$ cat src/rtl/montacarga_ctrl_pkg.sv
// Shared definitions for the freight-elevator controller: state encodings,
// state LED patterns and call-search helpers.
package montacarga_ctrl_pkg;

  typedef enum logic [1:0] {
    ST_IDLE = 2'd0,
    ST_UP   = 2'd1,
    ST_DOWN = 2'd2,
    ST_DOOR = 2'd3
  } state_t;

  localparam logic [3:0] LED_IDLE = 4'b1000;
  localparam logic [3:0] LED_UP   = 4'b0100;
  localparam logic [3:0] LED_DOWN = 4'b0010;
  localparam logic [3:0] LED_DOOR = 4'b0001;

  localparam int DEF_N_FLOORS = 4;
  localparam int MAX_FLOORS   = 32;

  // Call vectors are zero-extended to MAX_FLOORS so one helper serves any floor count.
  function automatic logic calls_above(input logic [MAX_FLOORS-1:0] calls, input int idx);
    calls_above = 1'b0;
    for (int i = 0; i < MAX_FLOORS; i++) begin
      if (i > idx && calls[i]) calls_above = 1'b1;
    end
  endfunction

  function automatic logic calls_below(input logic [MAX_FLOORS-1:0] calls, input int idx);
    calls_below = 1'b0;
    for (int i = 0; i < MAX_FLOORS; i++) begin
      if (i < idx && calls[i]) calls_below = 1'b1;
    end
  endfunction

  function automatic logic [3:0] led_pattern(input state_t s);
    case (s)
      ST_UP:   led_pattern = LED_UP;
      ST_DOWN: led_pattern = LED_DOWN;
      ST_DOOR: led_pattern = LED_DOOR;
      default: led_pattern = LED_IDLE;
    endcase
  endfunction

endpackage

$ cat src/rtl/montacarga_ctrl_if.sv
// Lock/call inputs and car status outputs of the elevator controller.
interface montacarga_ctrl_if
  import montacarga_ctrl_pkg::*;
#(
  parameter int N_FLOORS = DEF_N_FLOORS,
  parameter int FLOOR_W  = 2
);
  logic                enable_mc;
  logic [N_FLOORS-1:0] call_btn;
  logic                motor_up;
  logic                motor_down;
  logic                door_open;
  logic [FLOOR_W-1:0]  floor;
  logic [N_FLOORS-1:0] pending;
  logic [3:0]          out_led_states;

  modport master (
    output enable_mc, call_btn,
    input  motor_up, motor_down, door_open, floor, pending, out_led_states
  );

  modport slave (
    input  enable_mc, call_btn,
    output motor_up, motor_down, door_open, floor, pending, out_led_states
  );
endinterface

$ cat src/rtl/montacarga_ctrl_timer_carga.sv
// Loadable down-counter shared by travel and door timing; done is high in
// the last cycle of a loaded interval.
module timer_carga #(
  parameter int CNT_W = 27
) (
  input  logic             Clock,
  input  logic             Reset,
  input  logic             load,
  input  logic [CNT_W-1:0] load_val,
  output logic             done
);
  logic [CNT_W-1:0] count;

  always_ff @(posedge Clock or negedge Reset) begin
    if (!Reset) begin
      count <= '0;
    end else if (load) begin
      count <= load_val;
    end else if (count != '0) begin
      count <= count - CNT_W'(1);
    end
  end

  assign done = (count == CNT_W'(1));
endmodule

$ cat src/rtl/montacarga_ctrl.sv
// Freight-elevator motion controller: latches calls while unlocked, moves one
// floor per travel interval and opens the door at requested floors.
module montacarga_ctrl
  import montacarga_ctrl_pkg::*;
#(
  parameter int N_FLOORS      = DEF_N_FLOORS,
  parameter int FLOOR_W       = 2,
  parameter int TRAVEL_CYCLES = 50_000_000,
  parameter int DOOR_CYCLES   = 100_000_000,
  parameter int CNT_W         = 27
) (
  input logic Clock,
  input logic Reset,
  montacarga_ctrl_if.slave bus
);
  localparam logic [FLOOR_W-1:0] TOP_FLOOR   = FLOOR_W'(N_FLOORS - 1);
  localparam logic [CNT_W-1:0]   TRAVEL_LOAD = CNT_W'(TRAVEL_CYCLES);
  localparam logic [CNT_W-1:0]   DOOR_LOAD   = CNT_W'(DOOR_CYCLES);

  state_t              state, state_next;
  logic [FLOOR_W-1:0]  floor, floor_next, floor_arrive;
  logic                dir_last, dir_next;
  logic [N_FLOORS-1:0] pending, pending_next;
  logic                timer_load, timer_done;
  logic [CNT_W-1:0]    timer_val;
  logic                clr_en;
  logic [FLOOR_W-1:0]  clr_idx;
  logic                calls_up, calls_down, more_up, more_down;

  timer_carga #(.CNT_W(CNT_W)) u_timer (
    .Clock    (Clock),
    .Reset    (Reset),
    .load     (timer_load),
    .load_val (timer_val),
    .done     (timer_done)
  );

  // Call searches relative to the car now and to the floor it is about to reach.
  always_comb begin
    floor_arrive = (state == ST_UP) ? floor + FLOOR_W'(1) : floor - FLOOR_W'(1);
    calls_up     = calls_above(MAX_FLOORS'(pending), int'(floor));
    calls_down   = calls_below(MAX_FLOORS'(pending), int'(floor));
    more_up      = calls_above(MAX_FLOORS'(pending), int'(floor_arrive));
    more_down    = calls_below(MAX_FLOORS'(pending), int'(floor_arrive));
  end

  always_comb begin
    state_next = state;
    floor_next = floor;
    dir_next   = dir_last;
    timer_load = 1'b0;
    timer_val  = TRAVEL_LOAD;
    clr_en     = 1'b0;
    clr_idx    = floor;
    case (state)
      ST_IDLE: begin
        if (pending[floor]) begin
          state_next = ST_DOOR;
          timer_load = 1'b1;
          timer_val  = DOOR_LOAD;
          clr_en     = 1'b1;
        end else if (calls_up && calls_down) begin
          state_next = dir_last ? ST_UP : ST_DOWN;
          timer_load = 1'b1;
        end else if (calls_up) begin
          state_next = ST_UP;
          timer_load = 1'b1;
        end else if (calls_down) begin
          state_next = ST_DOWN;
          timer_load = 1'b1;
        end
      end
      ST_UP, ST_DOWN: begin
        // A move that would leave the shaft is abandoned rather than wrapped.
        if ((state == ST_UP && floor == TOP_FLOOR) || (state == ST_DOWN && floor == '0)) begin
          state_next = ST_IDLE;
        end else if (timer_done) begin
          floor_next = floor_arrive;
          dir_next   = (state == ST_UP);
          if (pending[floor_arrive]) begin
            state_next = ST_DOOR;
            timer_load = 1'b1;
            timer_val  = DOOR_LOAD;
            clr_en     = 1'b1;
            clr_idx    = floor_arrive;
          end else if ((state == ST_UP) ? more_up : more_down) begin
            timer_load = 1'b1;
          end else begin
            state_next = ST_IDLE;
          end
        end
      end
      ST_DOOR: begin
        if (bus.enable_mc && bus.call_btn[floor]) begin
          timer_load = 1'b1;
          timer_val  = DOOR_LOAD;
        end else if (timer_done) begin
          state_next = ST_IDLE;
        end
      end
      default: state_next = ST_IDLE;
    endcase
  end

  // Serving a floor clears its request even if its button is held that cycle.
  always_comb begin
    pending_next = pending;
    if (bus.enable_mc) begin
      for (int i = 0; i < N_FLOORS; i++) begin
        if (bus.call_btn[i] && !(state == ST_DOOR && FLOOR_W'(i) == floor)) begin
          pending_next[i] = 1'b1;
        end
      end
      if (clr_en) pending_next[clr_idx] = 1'b0;
    end else begin
      pending_next = '0;
    end
  end

  always_ff @(posedge Clock or negedge Reset) begin
    if (!Reset) begin
      state    <= ST_IDLE;
      floor    <= '0;
      dir_last <= 1'b1;
      pending  <= '0;
    end else begin
      state    <= state_next;
      floor    <= floor_next;
      dir_last <= dir_next;
      pending  <= pending_next;
    end
  end

  assign bus.motor_up       = (state == ST_UP);
  assign bus.motor_down     = (state == ST_DOWN);
  assign bus.door_open      = (state == ST_DOOR);
  assign bus.floor          = floor;
  assign bus.pending        = pending;
  assign bus.out_led_states = led_pattern(state);
endmodule

$ cat src/flat_wrapper.sv
// flat-port wrapper written by rule: the top's interface ports become plain ports
module montacarga_ctrl_flat import montacarga_ctrl_pkg::*;
#(
  parameter int N_FLOORS      = DEF_N_FLOORS,
  parameter int FLOOR_W       = 2,
  parameter int TRAVEL_CYCLES = 50_000_000,
  parameter int DOOR_CYCLES   = 100_000_000,
  parameter int CNT_W         = 27
)
  (Clock, Reset, bus_enable_mc, bus_call_btn, bus_motor_up, bus_motor_down, bus_door_open, bus_floor, bus_pending, bus_out_led_states);
  montacarga_ctrl_if #(.N_FLOORS(N_FLOORS), .FLOOR_W(FLOOR_W)) bus_i ();
  input logic Clock;
  input logic Reset;
  input wire logic [$bits(bus_i.enable_mc)-1:0] bus_enable_mc;
  input wire logic [$bits(bus_i.call_btn)-1:0] bus_call_btn;
  output wire logic [$bits(bus_i.motor_up)-1:0] bus_motor_up;
  output wire logic [$bits(bus_i.motor_down)-1:0] bus_motor_down;
  output wire logic [$bits(bus_i.door_open)-1:0] bus_door_open;
  output wire logic [$bits(bus_i.floor)-1:0] bus_floor;
  output wire logic [$bits(bus_i.pending)-1:0] bus_pending;
  output wire logic [$bits(bus_i.out_led_states)-1:0] bus_out_led_states;
  assign bus_i.enable_mc = bus_enable_mc;
  assign bus_i.call_btn = bus_call_btn;
  assign bus_motor_up = bus_i.motor_up;
  assign bus_motor_down = bus_i.motor_down;
  assign bus_door_open = bus_i.door_open;
  assign bus_floor = bus_i.floor;
  assign bus_pending = bus_i.pending;
  assign bus_out_led_states = bus_i.out_led_states;
  montacarga_ctrl #(.N_FLOORS(N_FLOORS), .FLOOR_W(FLOOR_W), .TRAVEL_CYCLES(TRAVEL_CYCLES), .DOOR_CYCLES(DOOR_CYCLES), .CNT_W(CNT_W)) u_core (.Clock(Clock), .Reset(Reset), .bus(bus_i));
endmodule
$ cat config.mk
export PLATFORM = sky130hd
export DESIGN_NAME = montacarga_ctrl_flat
export DESIGN_NICKNAME = d
export VERILOG_FILES = /design/src/rtl/montacarga_ctrl_pkg.sv /design/src/rtl/montacarga_ctrl_if.sv /design/src/rtl/montacarga_ctrl_timer_carga.sv /design/src/rtl/montacarga_ctrl.sv /design/src/flat_wrapper.sv
export SDC_FILE = /design/constraint.sdc
export NUM_CORES = 1
export LEC_CHECK = 0
export ABC_AREA = 1
export CORE_ASPECT_RATIO = 1.1
export CORE_UTILIZATION = 45
export CTS_BUF_LIST = sky130_fd_sc_hd__clkbuf_8
export CTS_CLUSTER_DIAMETER = 150
export CTS_CLUSTER_SIZE = 8
export DETAILED_ROUTE_END_ITERATION = 10
export PLACE_DENSITY = 0.61
export SETUP_SLACK_MARGIN = 0.1
export SLEW_MARGIN = 5
export SYNTH_ARGS = -nofsm -noshare
export SYNTH_HDL_FRONTEND = slang
export SYNTH_SLANG_ARGS = --single-unit
$ cat constraint.sdc
create_clock -name Clock -period 2.77 [get_ports Clock]
set_input_delay 0.554 -clock Clock [delete_from_list [all_inputs] [get_ports Clock]]
set_output_delay 0.554 -clock Clock [all_outputs]
set_load 0.02 [all_outputs]
== Word-level counts from Yosys, hierarchy flattened ==
Index checks and enable logic that the tools add are counted.
Widths: inputs -> output; s select.

* Bits of input ports: 7
* Flip-flop bits (word level): 36
* Output and inout bits: 13
* Logic and storage cells: 149

* $add $sub $neg: 3
* Muxes and demuxes: 72
* $lt $le $gt $ge: 16
* Reductions and logical operators: 37
* Equality and inequality tests: 13
* Bitwise logic cells: 3

{| class="wikitable"
|+ Operators by type and width
! operator !! count
|-
| $mux 27 || 7
|-
| $pmux 27 s3 || 1
|-
| $mux 1 || 38
|-
| $mux 2 || 16
|-
| $eq 27x1->1 const B || 1
|-
| $reduce_bool 27->1 || 1
|-
| $sub 27x1->27 const B || 1
|-
| $logic_and 1x1->1 || 25
|-
| $pmux 4 s3 || 1
|-
| $lt 2x3->1 const B || 3
|-
| $gt 2x2->1 const A || 4
|-
| $lt 1x2->1 const A || 4
|-
| $mux 4 || 2
|-
| $bmux 1 s2 || 3
|-
| $eq 2x2->1 const B || 3
|-
| $pmux 2 s3 || 1
|-
| $ne 5x1->1 const B || 1
|-
| $reduce_and 5->1 || 1
|-
| $and 4x4->4 || 1
|-
| $eq 2x2->1 const A || 2
|-
| $gt 1x2->1 const A || 2
|-
| $logic_not 1->1 || 4
|-
| $logic_not 2->1 || 2
|-
| $lt 2x2->1 const A || 2
|-
| 18 further kinds || 18
|}

== Longest topological paths before layout ==
* Depth after elaboration: 16
* Depth in mapped cells: 17
* Mapped depth without buffers: 15

== By module ==
From an unflattened synthesis, not the netlist that was laid out.

* Cells, all modules: 481
* Area total of the unflattened synthesis: 3054.2 um2

{| class="wikitable"
|+ Modules (own cells, without submodules)
! module !! sequential area each (um2) !! cells an instance !! instances !! area each (um2)
|-
| timer_carga || 675.6 || 309 || 1 || 1985.7
|-
| montacarga_ctrl || 226.5 || 172 || 1 || 1068.5
|}

== Worst setup path after synthesis ==
OpenSTA, ideal clock, no wires.

* Path type: register to register
* From: reg u_core.floor[0] (netlist: u_core.bus.floor[0])
* To: reg u_core.u_timer.count[24]
* Library setup time: 138 ps
* Required time: 2632 ps
* Buffers on the path: 2
* Stages on the path, launching flop included: 17
* Arrival: 2195 ps
* Path slack: 437 ps
* Period minus slack after synthesis: 2333 ps
* Path through: dfrtp_1 > buf_4 > inv_2 > ha_1 > inv_1 > nand2_1 > nand2_1 > nand2_1 > o21ai_2 > inv_1 > nand2_1 > nand2_2 > nand2_1 > nand2_2 > buf_6 > nand2_1 > a21oi_1

* Cells in the longest elaborated chain, start to end: 14
* Elaborated cells on any way between the ends: 71
* Those cells by class: 2 x add/sub; 12 x order compare; 1 x eq/ne; 37 x mux; 19 x reduce/logical

{| class="wikitable"
|+ RTL lines
! what !! RTL line !! text
|-
| from (decl) || montacarga_ctrl.sv:21 || <nowiki>logic [FLOOR_W-1:0] floor, floor_next, floor_arrive;</nowiki>
|-
| from (signal assigned) || montacarga_ctrl.sv:128 || <nowiki>floor <= floor_next;</nowiki>
|-
| $sub 2x1->2 / $add 2x1->2 (equally long branches) || montacarga_ctrl.sv:40 || <nowiki>floor_arrive = (state == ST_UP) ? floor + FLOOR_W'(1) : floor - FLOOR_W'(1);</nowiki>
|-
| $mux 2 || montacarga_ctrl.sv:40 ||
|-
| $lt 1x2->1 / $gt 1x2->1 (equally long branches) || montacarga_ctrl_pkg.sv:31, montacarga_ctrl_pkg.sv:24 ||
|-
| $logic_and 1x1->1, on equally long branches || montacarga_ctrl_pkg.sv:31, montacarga_ctrl_pkg.sv:24 ||
|-
| $mux 1, on equally long branches (3 in series) || montacarga_ctrl_pkg.sv:31, montacarga_ctrl_pkg.sv:24 ||
|-
| $mux 1 (2 in series) || montacarga_ctrl.sv:86 || <nowiki>end else if ((state == ST_UP) ? more_up : more_down) begin</nowiki>
|-
| $mux 1 || montacarga_ctrl.sv:80 || <nowiki>if (pending[floor_arrive]) begin</nowiki>
|-
| $mux 1 || montacarga_ctrl.sv:77 || <nowiki>end else if (timer_done) begin</nowiki>
|-
| $mux 1 || montacarga_ctrl.sv:75 || <nowiki>if ((state == ST_UP && floor == TOP_FLOOR) || (state == ST_DOWN && floor == '0)) begin</nowiki>
|-
| $pmux 1 s3 || montacarga_ctrl.sv:55 || <nowiki>case (state)</nowiki>
|-
| $mux 27 / $reduce_bool 2->1 (equally long branches) || -- ||
|-
| to (signal assigned) || montacarga_ctrl_timer_carga.sv:18 || <nowiki>count <= load_val;</nowiki>
|-
| to (signal assigned) || montacarga_ctrl_timer_carga.sv:20 || <nowiki>count <= count - CNT_W'(1);</nowiki>
|-
| to (decl) || montacarga_ctrl_timer_carga.sv:12 || <nowiki>logic [CNT_W-1:0] count;</nowiki>
|}

Parallel ways exist; a longest one is shown, timed or not. The select of a mux whose other input is x is not followed.
A chain may end at the register's enable or synchronous reset.

== Worst setup path in the final report ==
* From: reg u_core.floor[1] (netlist: u_core.bus.floor[1])
* To: reg u_core.u_timer.count[18]

The elaborated chain is that of the path after synthesis.

==> run metrics <==
synth top area cells dfrtp_1 32%, nand2_1 14%, nor2_1 6.7%; ant diodes 0; Sequential Power Share 0.312; Crit Path Category register to register; register area share after synthesis 0.3344; CTS root buffer clkbuf_8; Worst-Margin Slew between 0.8 and 0.9 ns; Slew headroom 0.4289; site row count 29; Worst EP arrival 2.58 ns; Iter 0 DRT Violations 81; Post-synth EDFFs 0; Worst VDD drop 0.4749 mV; # clock sinks 36; final net count 423; Netlist Area Pre-Place 0.002698 mm^2; number of global-route vias before repair around 2.3k; Synth area leader dfrtp_1; Leak 1.383 nW; Post-Syn Instances 380; H-tree depth 2; final setup margin between 0.4 and 0.5 ns; Pwr Density 891.4 mW/mm^2; IO Pins 20; CTS max path bufs 2; Yosys cell types 31; Hold Vio Cnt, Final 0; largest net degree at the start of global routing 37; final setup TNS 0 ns; DRC violations left 0; count leader, synth nand2_1; class of the worst hold path input pin to async pin; share of cells above drive strength 1 0.09926; final setup fails 0; Max Clk Rate 423.2 MHz; Crit path required time 2.99 ns; Via-to-Cell Ratio between 4 and 5; Starting Density 0.4676; startpoint types register; post-route ant nets 0; RSZ-0062 raised after global routing no; first-pass GRT wire length around 10 mm; cell depth of the worst flop-to-flop path 15; syn nets approximately 400; gp weighted congestion 0.8594; top post-synthesis cells by count 102 x nand2_1, 48 x nor2_1, 42 x inv_1; Slew Limit Fails 0; Initial DRT Pass Iterations 4; Worst Path Max Fanout 19; HPWL after DPL 4.818 mm; CTS tree yes; Worst Clk Skew between 0.008 and 0.009 ns; Sw Share 0.4677; total wire length ~6.3 mm; NetSw roughly 1.3 mW; Max Cap Viol 0; Logic pwr share 0.541; pre-CTS WS 0.3472 ns; Async SR Flop Fraction 1.000; top cell type's share of synthesized area 0.3247; Internal 1.454 mW; Die Wd 75.82 um; Congestion Overflow GR 0; Final min period 2.363 ns; status finished clean; number of buffers created by CTS 5; # hold bufs at CTS 0; initial antenna violation count 0; Area growth, synth to finish 13.59%; clk slew on worst S/H paths 0.08 ns; Die Y 83.21 um; Syn Area/Cell 7.099 um^2; r2r setup slk 0.41 ns; GRT Util Overall 0.2162; FILL cells 583; Core ar. slightly below 0.006 mm^2; synthesized flop and latch total 36; via count 2354; Yosys Warn Count 0; clock share of power 0.148; clock latency at the later pin of the worst-skew pair 0.29 ns; crit share post-route 0.8530; Buffers on Ports 19; crit end category register; Total Die Area 0.006309 mm^2; DR WL/cell 13.19 um; Synth Flop Type dfrtp_1
==> placed cells by master (no fill, tap or decap), types with 4 or more instances in the layout <==
master             n
nand2_1          102
nor2_1            48
inv_1             42
dfrtp_1           35
nand3_1           23
a21oi_1           21
o21ai_0           19
clkdlybuf4s50_1   18
ha_1              14
xor2_1            12
nor3_1             9
nor2_2             6
nor2_4             6
nand4_1            6
clkbuf_8           6
nand2_2            5
xnor2_1            5
nand3b_1           4
==> area by class of cell <==
class,instances,area [um^2],area share
clock buffer,6,82.58,0.02695
clock inverter,2,15.01,0.004900
inverter,44,165.2,0.05390
multi-input combinational,294,1590,0.5190
sequential,36,902.1,0.2944
tap,77,96.34,0.03144
timing repair buffer,21,212.7,0.06942
==> registers in the layout (all words and copies together) (netlist names) <==
| signal | flops |
|---|---|
| u_core.bus.floor | 2 |
| u_core.bus.pending | 4 |
| u_core.dir_last | 1 |
| u_core.state | 2 |
| u_core.u_timer.count | 27 |
==> per-stage QoR <==
step / hold WS, ns / power, mW / utilization / cell area (um^2) / std cells
after floorplan: 0.2584 / 1.967 / - / 2698 / 380
after global placement: 0.4916 / 2.286 / 0.5099 / 2942 / 471
after detailed placement: 0.4998 / 2.296 / 0.5099 / 2942 / 471
after CTS: 0.3879 / 2.715 / 0.5268 / 3039 / 479
after global routing: 0.4349 / 2.987 / 0.5311 / 3064 / 480
final: 0.3678 / 2.731 / 0.5311 / 3064 / 480
==> per-layer routing <==
layer	global-route usage	up-vias	wire length [um]
li1	-	1243	-
met1	0.2771	1066	2912
met2	0.3677	41	3150
met3	0.04005	4	222
met4	0.04882	0	44
met5	0	-	0
==> logic make-up after synthesis <==
| kind of cell | count (synthesis) | synth area share |
|---|---|---|
| simple gates | 216 | 0.3706 |
| buf+inv | 50 | 0.07792 |
| compound gates | 47 | 0.09694 |
| flops | 36 | 0.3344 |
| xor+xnor | 17 | 0.05519 |
| fa+ha+maj | 14 | 0.06494 |
==> path summary, 6_finish.rpt <==
path                                            startpoint                                   end
min reg2reg                    u_core.dir_last$_DFFE_PN1P_           u_core.dir_last$_DFFE_PN1P_
min                                                  Reset       u_core.bus.pending[2]$_DFF_PN0_
min in group Clock             u_core.dir_last$_DFFE_PN1P_           u_core.dir_last$_DFFE_PN1P_
max in group asynchronous                            Reset  u_core.u_timer.count[12]$_DFFE_PN0P_
max reg2reg                u_core.bus.floor[1]$_DFFE_PN0P_  u_core.u_timer.count[18]$_DFFE_PN0P_
max                        u_core.bus.floor[1]$_DFFE_PN0P_  u_core.u_timer.count[18]$_DFFE_PN0P_
==> what timing repair did <==
item / CTS / global route
setup buffers: 0 / 1
setup endpoints to repair: 0 / 9
resized for setup: 0 / 1
==> power by group through the flow <==
stage / Clock [mW] / Combinational, mW / Sequential, mW
2_1_floorplan: 0 / 1.13 / 0.833
3_3_place_gp: 0 / 1.43 / 0.857
3_5_place_dp: 0 / 1.44 / 0.857
4_1_cts: 0.417 / 1.45 / 0.851
5_1_grt: 0.440 / 1.67 / 0.873
6_report: 0.403 / 1.48 / 0.851
==> worst max-delay path, cell delays in order (launching register included) <==
cell and delay (ns):
dfrtp_1 0.47, inv_1 0.25, ha_1 0.30, inv_1 0.09, nand2_1 0.07, nand2_1 0.15
nand2_1 0.06, nand2_1 0.07, nand2_1 0.05, nand2_1 0.08, nand2_1 0.07, nand2_2 0.09
nand2_1 0.09, nand2_4 0.20, nand2_1 0.09, a21oi_1 0.15
Power figures use the tool's default switching activity.
